File: src/rtl/counter_sequencer_pkg.sv
// Shared types for the address counter and its burst sequencer.
package counter_types;

  typedef enum logic [1:0] {
    NONE = 2'd0,
    INC  = 2'd1,
    LOAD = 2'd2
  } cmd_t;

  typedef enum logic {
    IDLE = 1'b0,
    XFER = 1'b1
  } seq_state_t;

endpackage

File: src/rtl/rr_arbiter2.sv
// Two-way round-robin arbiter; the pointer names the requester preferred on a tie.
module rr_arbiter2 (
  input  logic       clk,
  input  logic       reset_n,
  input  logic [1:0] req,
  input  logic       advance,
  output logic [1:0] grant,
  output logic       grant_idx
);

  logic rr_ptr;

  always_comb begin
    grant_idx = 1'b0;
    case (req)
      2'b01:   grant_idx = 1'b0;
      2'b10:   grant_idx = 1'b1;
      2'b11:   grant_idx = rr_ptr;
      default: grant_idx = 1'b0;
    endcase
    grant = (req == 2'b00) ? 2'b00 : (grant_idx ? 2'b10 : 2'b01);
  end

  // After any grant the other requester becomes preferred, even if it was not asking.
  always_ff @(posedge clk or negedge reset_n) begin
    if (!reset_n) begin
      rr_ptr <= 1'b0;
    end else if (advance && (req != 2'b00)) begin
      rr_ptr <= ~grant_idx;
    end
  end

endmodule

File: src/rtl/counter_sequencer.sv
// Burst-fetch controller: grants one of two requesters, then steps the address
// counter through the burst while presenting each address on a valid/ready port.
module counter_sequencer
  import counter_types::*;
#(
  parameter int ADDR_W = 11,
  parameter int LEN_W  = 6
) (
  input  logic                clk,
  input  logic                reset_n,
  input  logic [1:0]          req,
  input  logic [2*ADDR_W-1:0] req_base,
  input  logic [2*LEN_W-1:0]  req_len,
  output logic [1:0]          ack,
  output logic [1:0]          done,
  output cmd_t                cmd,
  output logic [ADDR_W-1:0]   load_addr,
  input  logic [ADDR_W-1:0]   addr,
  output logic                rd_valid,
  output logic [ADDR_W-1:0]   rd_addr,
  input  logic                rd_ready,
  output logic                rd_owner,
  output logic                busy
);

  seq_state_t        state;
  logic              owner;
  logic [LEN_W-1:0]  remaining;
  logic [1:0]        done_q;
  logic [1:0]        grant;
  logic              grant_idx;
  logic [ADDR_W-1:0] sel_base;
  logic [LEN_W-1:0]  sel_len;
  logic              last_beat;

  rr_arbiter2 u_arb (
    .clk       (clk),
    .reset_n   (reset_n),
    .req       (req),
    .advance   (state == IDLE),
    .grant     (grant),
    .grant_idx (grant_idx)
  );

  assign sel_base  = grant_idx ? req_base[2*ADDR_W-1:ADDR_W] : req_base[ADDR_W-1:0];
  assign sel_len   = grant_idx ? req_len[2*LEN_W-1:LEN_W]    : req_len[LEN_W-1:0];
  assign last_beat = (remaining == LEN_W'(1));

  assign rd_valid = (state == XFER);
  assign busy     = (state == XFER);
  assign rd_addr  = addr;
  assign rd_owner = owner;
  assign done     = done_q;

  // Grant and counter commands are combinational; held quiet while reset is asserted.
  always_comb begin
    cmd       = NONE;
    load_addr = '0;
    ack       = 2'b00;
    if (reset_n) begin
      case (state)
        IDLE: begin
          if (req != 2'b00) begin
            ack = grant;
            if (sel_len != '0) begin
              cmd       = LOAD;
              load_addr = sel_base;
            end
          end
        end
        XFER: begin
          if (rd_ready) begin
            cmd = last_beat ? NONE : INC;
          end
        end
        default: cmd = NONE;
      endcase
    end
  end

  // A zero-length grant never leaves IDLE but still reports completion next cycle.
  always_ff @(posedge clk or negedge reset_n) begin
    if (!reset_n) begin
      state     <= IDLE;
      owner     <= 1'b0;
      remaining <= '0;
      done_q    <= 2'b00;
    end else begin
      done_q <= 2'b00;
      case (state)
        IDLE: begin
          if (req != 2'b00) begin
            owner     <= grant_idx;
            remaining <= sel_len;
            if (sel_len == '0) begin
              done_q <= grant;
            end else begin
              state <= XFER;
            end
          end
        end
        XFER: begin
          if (rd_ready) begin
            if (last_beat) begin
              remaining     <= '0;
              state         <= IDLE;
              done_q[owner] <= 1'b1;
            end else begin
              remaining <= remaining - LEN_W'(1);
            end
          end
        end
        default: state <= IDLE;
      endcase
    end
  end

endmodule
File: config.mk
export PLATFORM = sky130hd
export DESIGN_NAME = counter_sequencer
export DESIGN_NICKNAME = d
export VERILOG_FILES = /design/src/rtl/counter_sequencer_pkg.sv /design/src/rtl/rr_arbiter2.sv /design/src/rtl/counter_sequencer.sv
export SDC_FILE = /design/constraint.sdc
export NUM_CORES = 1
export LEC_CHECK = 0
export CELL_PAD_IN_SITES_DETAIL_PLACEMENT = 0
export CELL_PAD_IN_SITES_GLOBAL_PLACEMENT = 2
export CORE_MARGIN = 8
export CORE_UTILIZATION = 16
export CTS_CLUSTER_DIAMETER = 40
export DETAILED_ROUTE_END_ITERATION = 10
export MAX_ROUTING_LAYER = met4
export PLACE_DENSITY_LB_ADDON = 0.1
export SYNTH_ARGS = -nofsm -noshare
export SYNTH_HDL_FRONTEND = slang
export SYNTH_SLANG_ARGS = --single-unit
File: constraint.sdc
create_clock -name clk -period 1.6 [get_ports clk]
set_clock_uncertainty 0.05 [all_clocks]
set_input_delay 0.24 -clock clk [delete_from_list [all_inputs] [get_ports clk]]
set_output_delay 0.24 -clock clk [all_outputs]
set_load 0.01 [all_outputs]
==> summary.md, run 1 <==
| Metric | Value |
|---|---|
| Status | finished, violations left |
| Failing checks | setup timing |
| Pre-CTS setup slack | -0.909 ns |
| Worst EP arrival | 1.63 ns |
| Fraction of layout cells with a size suffix above 1 | 46.1% |
| Startpoint Class | register |
| Yosys reg bits | 11 |
| Total gr overflow | 0 |
| Crit path max fanout | 6 |
| Reg-to-reg setup timing slack | 0.01 ns |
| Num CTS Buffers | 3 |
| Die width | 97.7 um |
| Dpl hpwl | 3880 um |
| Register area | 275 um^2 |
| Core area | 6390 um^2 |
| Maximum clock insertion buffer count | 2 |
| Worst Max-Slew Pin Slew | 0.350 ns |
| # diodes | 0 |
| Synthesized area per cell | 7.57 um^2 |
| GPL Wtd Cong | 0.835 |
| Io pins | 81 |
| Min Hold Slack | 0.386 ns |
| Max_cap viols | 0 |
| Synth Instances | 141 |
| RR Endpoint | remaining[5] |
| H-Tree Depth | 1 |
| Netlist Area Pre-Place | 1070 um^2 |
| Finished Cell Area | 2290 um^2 |
| Syn nets | 193 |
| Fmax | 520 MHz |
| Post-synth EDFFs | 0 |
| Initial antenna violation count | 0 |
| Clk sinks | 11 |
| Max transition margin | 76.4% |
| Vias per Instance | 4.34 |
| Fin. Hold Viols | 0 |
| Fin. max-slew vios | 0 |
| Largest net degree at the start of global routing | 11 |
| Area Growth Syn to Fin | 114% |
| DRC | 0 |
| TritonRoute pass-1 iters | 4 |
| Clk root buf | clkbuf_8 |
| Fillers | 694 |
| Leak pwr | 1.06 nW |
| PwrDens | 1200 nW/um^2 |
| Worst r2r src | u_arb.rr_ptr |
| Ys Warns | 0 |
| NumNets Final | 298 |
| Die Ht | 97.7 um |
| Worst-path clk slew | 0.05 ns |
| Iteration-0 DRC count of the detailed router | 58 |
| Final period utilization | 120% |
| Crit Path Category | register to output pin |
| Unrepaired setup endpoints after global routing | true |
| First-pass GRT wire length | 7800 um |
| DR WL/cell | 15.7 um |
| Hold Path Class | input pin to async pin |
| Layout Utilization | 35.8% |
| Number of I/O port buffers | 58 |
| Overall Power | 2.74 mW |
| Row Count | 29 |
| Multi-input combinational cell area | 743 um^2 |
| Reg2Reg Depth | 7 |
| Antenna Nets Post-Route | 0 |
| Final worst slack | -0.324 ns |
| CTS tree | done |
| Post-place instance area | 1920 um^2 |
| DRT Wirelength | 5070 um |
| Vias in the first global route | 1484 |
| Seq/Total Area, Yosys | 25.8% |
| Hold-fix buffers, CTS | 0 |
| Critical Path RT | 1.31 ns |
| Library cells used by synthesis | 39 |
| DR vias | 1396 |
| Post-synthesis async set-or-reset flop share | 100% |
| Initial core utilization | 16.7% |
| Clk_lat worst skew | 0.24 ns |
| CP endpoint kind | output pin |
| Die area | 9540 um^2 |
| Max IR drop VDD | 0.573 mV |
| Main synth FF type | dfrtp_1 |
| Total GRT Usage | 10.2% |
| Setup-failing EPs final | 14 |
| Final min period | 1.92 ns |
## critical path, stage by stage, from the launching register on
cell	delay, ns
dfrtp_1	0.39
nand2b_4	0.15
and2_4	0.17
o2111ai_4	0.26
buf_12	0.17
buf_6	0.09
a21oi_2	0.02
buf_2	0.14
## per-stage QoR
step | instances | setup TNS (ns)
after floorplan | 141 | 0
after global placement | 297 | -14.51
after detailed placement | 297 | -13.96
after CTS | 320 | -4.11
after global routing | 322 | -4.59
final | 322 | -3.53
## cells by family (layout without fill, tap and decap cells)
group | count (synthesis) | after routing | synth area share, %
AOI/OAI and AO/OA | 44 | 44 | 31.2
adders and majority gates | 2 | 2 | 2.34
buffers and inverters | 25 | 129 | 14.9
DFF | 11 | 11 | 25.8
and+or+nand+nor | 59 | 59 | 25.8
## layout make-up
type | count | area share, %
repair buffers | 119 | 48.3
multi-input cells | 105 | 32.5
flip-flops and latches | 11 | 12.0
well taps | 77 | 4.21
clock buffers | 4 | 1.97
inverters | 6 | 0.984
## worst max-delay path by stage
| stage | from | end | cells past startpoint |
|---|---|---|---|
| 4_1_cts | u_arb.rr_ptr | load_addr[2] | 8 |
| 3_5_place_dp | req_len[2] | load_addr[0] | 6 |
| 5_1_grt | u_arb.rr_ptr | load_addr[4] | 7 |
| 2_1_floorplan | u_arb.rr_ptr | load_addr[1] | 6 |
| 6_report | u_arb.rr_ptr | load_addr[2] | 7 |
| 3_3_place_gp | req_len[2] | load_addr[10] | 6 |
## cells in the mapped netlist (4+ instances only)
master,number,area share [%]
nor2_1,7,2.5
and3_1,6,3.5
a21oi_1,5,2.3
a21oi_2,9,7.4
buf_4,12,8.4
nand2_1,34,12
a22oi_1,4,2.8
buf_2,4,1.9
dfrtp_1,11,26
o21ai_0,8,3.8
inv_1,5,1.8
## layer usage
metal / part of all wire, % / vias to the layer above / track usage [%]
li1: - / 697 / -
met1: 47 / 661 / 12.3
met2: 48 / 34 / 17.2
met3: 3.2 / 4 / 1.49
met4: 0.97 / 0 / 2.91
met5: 0 / - / -
## flip-flops by register name, indices dropped and copies added (netlist names)
| name | cells |
|---|---|
| u_arb.rr_ptr | 1 |
| remaining | 6 |
| busy | 1 |
| done | 2 |
| rd_owner | 1 |
## cell usage in the layout (no fill, tap or decap), drive strengths merged, types with 4 or more instances in the layout
| master | n |
|---|---|
| a21oi | 14 |
| a22oi | 4 |
| and3 | 6 |
| buf | 75 |
| clkbuf | 5 |
| clkdlybuf4s50 | 29 |
| dfrtp | 11 |
| dlygate4sd2 | 13 |
| inv | 6 |
| nand2 | 34 |
| nor2 | 8 |
| o21ai | 9 |
## what timing repair did
action	in CTS	in global routing
gates resized for setup	101	18
gates cloned	2	1
buffers inserted	17	4
setup endpoints to repair	17	20
pin swaps	12	5
## where the power goes
group / internal (mW) / total (mW) / switching [mW]
Sequential: 0.395 / 0.483 / 0.0876
Combinational: 1.10 / 1.97 / 0.865
Clock: 0.175 / 0.285 / 0.110
Total: 1.67 / 2.74 / 1.06
No activity file was read; power rests on OpenSTA's default activity.
==> inputs of run 2 (changes only) <==
--- a/config.mk
+++ b/config.mk
@@ -7,6 +7,7 @@
 export LEC_CHECK = 0
 export CELL_PAD_IN_SITES_DETAIL_PLACEMENT = 0
 export CELL_PAD_IN_SITES_GLOBAL_PLACEMENT = 2
+export CORE_ASPECT_RATIO = 1.5
 export CORE_MARGIN = 8
 export CORE_UTILIZATION = 16
 export CTS_CLUSTER_DIAMETER = 40
==> summary.md, run 2 (synthesis gave the netlist of run 1 again) <==
| Metric | Value |
|---|---|
| Hold-fix buffers, CTS | 0 (unchanged) |
| Most common cell after layout, fill and taps aside | buf_4 (unchanged) |
| CTS tree | done (unchanged) |
| Fin. max-slew vios | 0 (unchanged) |
| Worst Max-Slew Pin Slew | 0.436 ns (was 0.350 ns) |
| Area Growth Syn to Fin | 110% (was 114%) |
| Max FFs per register | 6 (unchanged) |
| Maximum clock insertion buffer count | 2 (unchanged) |
| Post-place instance area | 1950 um^2 (was 1920 um^2) |
| Worst Path Buf+Inv | 3 (unchanged) |
| Total GRT Usage | 10.3% (was 10.2%) |
| Clk sinks | 11 (unchanged) |
| Overall Power | 2.76 mW (was 2.74 mW) |
| Pre-CTS setup slack | -0.840 ns (was -0.909 ns) |
| Finished Cell Area | 2240 um^2 (was 2290 um^2) |
| Crit path cell chain | nand2b_4 > nand4_1 > o2111ai_4 > buf_6 > buf_12 > a21oi_2 > buf_2 (was nand2b_4 > and2_4 > o2111ai_4 > buf_12 > buf_6 > a21oi_2 > buf_2) |
| Core area | 6490 um^2 (was 6390 um^2) |
| Fillers | 723 (was 694) |
| Die Ht | 116 um (was 97.7 um) |
| Setup-failing EPs final | 14 (unchanged) |
| Global Route met2 Usage | 19.9% (was 17.2%) |
| DRT Wirelength | 5020 um (was 5070 um) |
| Sw power | 1.10 mW (was 1.06 mW) |
| PwrDens | 1230 nW/um^2 (was 1200 nW/um^2) |
| DR vias | 1409 (was 1396) |
| Crit Path Category | register to output pin (unchanged) |
| Clk root buf | clkbuf_8 (unchanged) |
| Initial core utilization | 16.5% (was 16.7%) |
| Final period utilization | 118% (was 120%) |
| DR WL/cell | 15.7 um (about the same) |
| Initial antenna violation count | 0 (unchanged) |
| Startpoint Class | register (unchanged) |
| Num CTS Buffers | 3 (unchanged) |
| Die area | 9590 um^2 (was 9540 um^2) |
| Vias per Instance | 4.42 (was 4.34) |
| Status | finished, violations left (unchanged) |
| Dpl hpwl | 4040 um (was 3880 um) |
| Fmax | 528 MHz (was 520 MHz) |
| Critical path's top delay family | buffers and inverters (unchanged) |
| Met3 usage | 2.72% (was 1.49%) |
| Critical Path RT | 1.31 ns (about the same) |
| Max_cap viols | 0 (unchanged) |
| First-pass GRT wire length | 7460 um (was 7800 um) |
| Max IR drop VDD | 0.830 mV (was 0.573 mV) |
| Reg power frac | 17.1% (was 17.6%) |
| Io pins | 81 (unchanged) |
| Fraction of layout cells with a size suffix above 1 | 49.0% (was 46.1%) |
| Failing checks | setup timing (unchanged) |
| Multi-input combinational cell area | 795 um^2 (was 743 um^2) |
| Most Used Layer, Global Route | met2 (unchanged) |
| Die width | 82.7 um (was 97.7 um) |
| Number of I/O port buffers | 58 (unchanged) |
| TritonRoute pass-1 iters | 4 (unchanged) |
| Top reg by flops | remaining (unchanged) |
| Comb power frac | 72.6% (was 71.9%) |
| Iteration-0 DRC count of the detailed router | 22 (was 58) |
| Internal power | 1.66 mW (was 1.67 mW) |
| Crit path max fanout | 6 (unchanged) |
| TNS Setup | -3.33 ns (was -3.53 ns) |
| GPL Wtd Cong | 0.803 (was 0.835) |
| Antenna Nets Post-Route | 0 (unchanged) |
| Worst path slowest cell | dfrtp_1 (unchanged) |
| Hold Path Class | input pin to async pin (unchanged) |
| Most frequent cells in the layout | 46 x buf_4, 29 x nand2_1, 29 x clkdlybuf4s50_1, 15 x buf_6, 12 x dlygate4sd2_1 (was 45 x buf_4, 30 x nand2_1, 29 x clkdlybuf4s50_1, 13 x dlygate4sd2_1, 12 x buf_2) |
| Unrepaired setup endpoints after global routing | true (unchanged) |
| H-Tree Depth | 1 (unchanged) |
| Final min period | 1.89 ns (was 1.92 ns) |
| Final worst slack | -0.293 ns (was -0.324 ns) |
| Largest net degree at the start of global routing | 11 (unchanged) |
| Vias in the first global route | 1489 (was 1484) |
| Total gr overflow | 0 (unchanged) |
| Clk network pwr share | 10.3% (was 10.4%) |
| Clk_lat worst skew | 0.25 ns (was 0.24 ns) |
| Min Hold Slack | 0.152 ns (was 0.386 ns) |
| Worst path max stage delay | 0.38 ns (was 0.39 ns) |
| Register area | 275 um^2 (unchanged) |
| Max transition margin | 70.9% (was 76.4%) |
| Leak pwr | 1.02 nW (was 1.06 nW) |
| Fin. Hold Viols | 0 (unchanged) |
| Worst-path clk slew | 0.05 ns (about the same) |
| Row Count | 36 (was 29) |
| DRC | 0 (unchanged) |
| Met1 Use GR | 9.38% (was 12.3%) |
| # diodes | 0 (unchanged) |
| NumNets Final | 296 (was 298) |
| Worst EP arrival | 1.60 ns (was 1.63 ns) |
| CP endpoint kind | output pin (unchanged) |
| Sw Share | 39.9% (was 38.8%) |
==> run 2: changes by cell type in the layout (fill, tap and decap cells not counted), moves of 2 or more <==
cell / delta
nor4_1: -2
nor2_2: -2
buf_6: +4
clkbuf_2: +2
buf_12: -4
==> run 2: worst reg2reg max path, delay by kind of cell (launching register included) <==
kind | cells | cell delay, ns
AOI/OAI and AO/OA | 3 | 0.45
buffers and inverters | 4 | 0.52
DFF | 1 | 0.38
and+or+nand+nor | 1 | 0.05
==> run 2: through the flow <==
stage          std cells  utilization [%]
6_report             319             34.6
4_1_cts              313             31.8
2_1_floorplan        141                -
3_5_place_dp         300             30.1
5_1_grt              319             34.6
3_3_place_gp         300             30.1
==> run 2: layout make-up <==
| type | count | share of cell area, % |
|---|---|---|
| Sequential cell | 11 | 12.3 |
| Timing Repair Buffer | 117 | 45.0 |
| Tap cell | 76 | 4.24 |
| Clock buffer | 4 | 2.01 |
| Multi-Input combinational cell | 105 | 35.4 |
| Inverter | 6 | 1.00 |
==> run 2: power groups by stage <==
stage,clock network (mW),logic [mW],registers (mW)
after floorplan,0,0.717,0.485
after global placement,0,1.57,0.472
after detailed placement,0,1.57,0.470
after CTS,0.297,1.70,0.464
after global routing,0.307,2.19,0.488
final,0.286,2.01,0.472
==> run 2: per-layer routing <==
layer,vias to the layer above,routed length [um]
li1,697,-
met2,54,2780
met4,0,76
met3,5,397
met1,653,1760
met5,-,0
==> run 2: worst paths after layout <==
kind / depth (start not counted) / end / slack, ns / startpoint
setup / recovery: 7 / load_addr[7] / -0.29 / u_arb.rr_ptr
hold / removal: 2 / remaining[3] / 0.15 / reset_n
setup reg to reg: 8 / remaining[3] / 0.04 / busy
hold reg to reg: 2 / rd_owner / 0.49 / rd_owner
max in group asynchronous: 3 / remaining[5] / 1.04 / reset_n
min in group clk: 0 / rd_addr[3] / 0.43 / addr[3]
==> run 2: what timing repair did <==
action                                  CTS  global route
resized for setup                        91            42
pin swaps                                 9            12
cloned                                    1             1
endpoints found under the setup margin   19            20
buffers inserted                          8             9
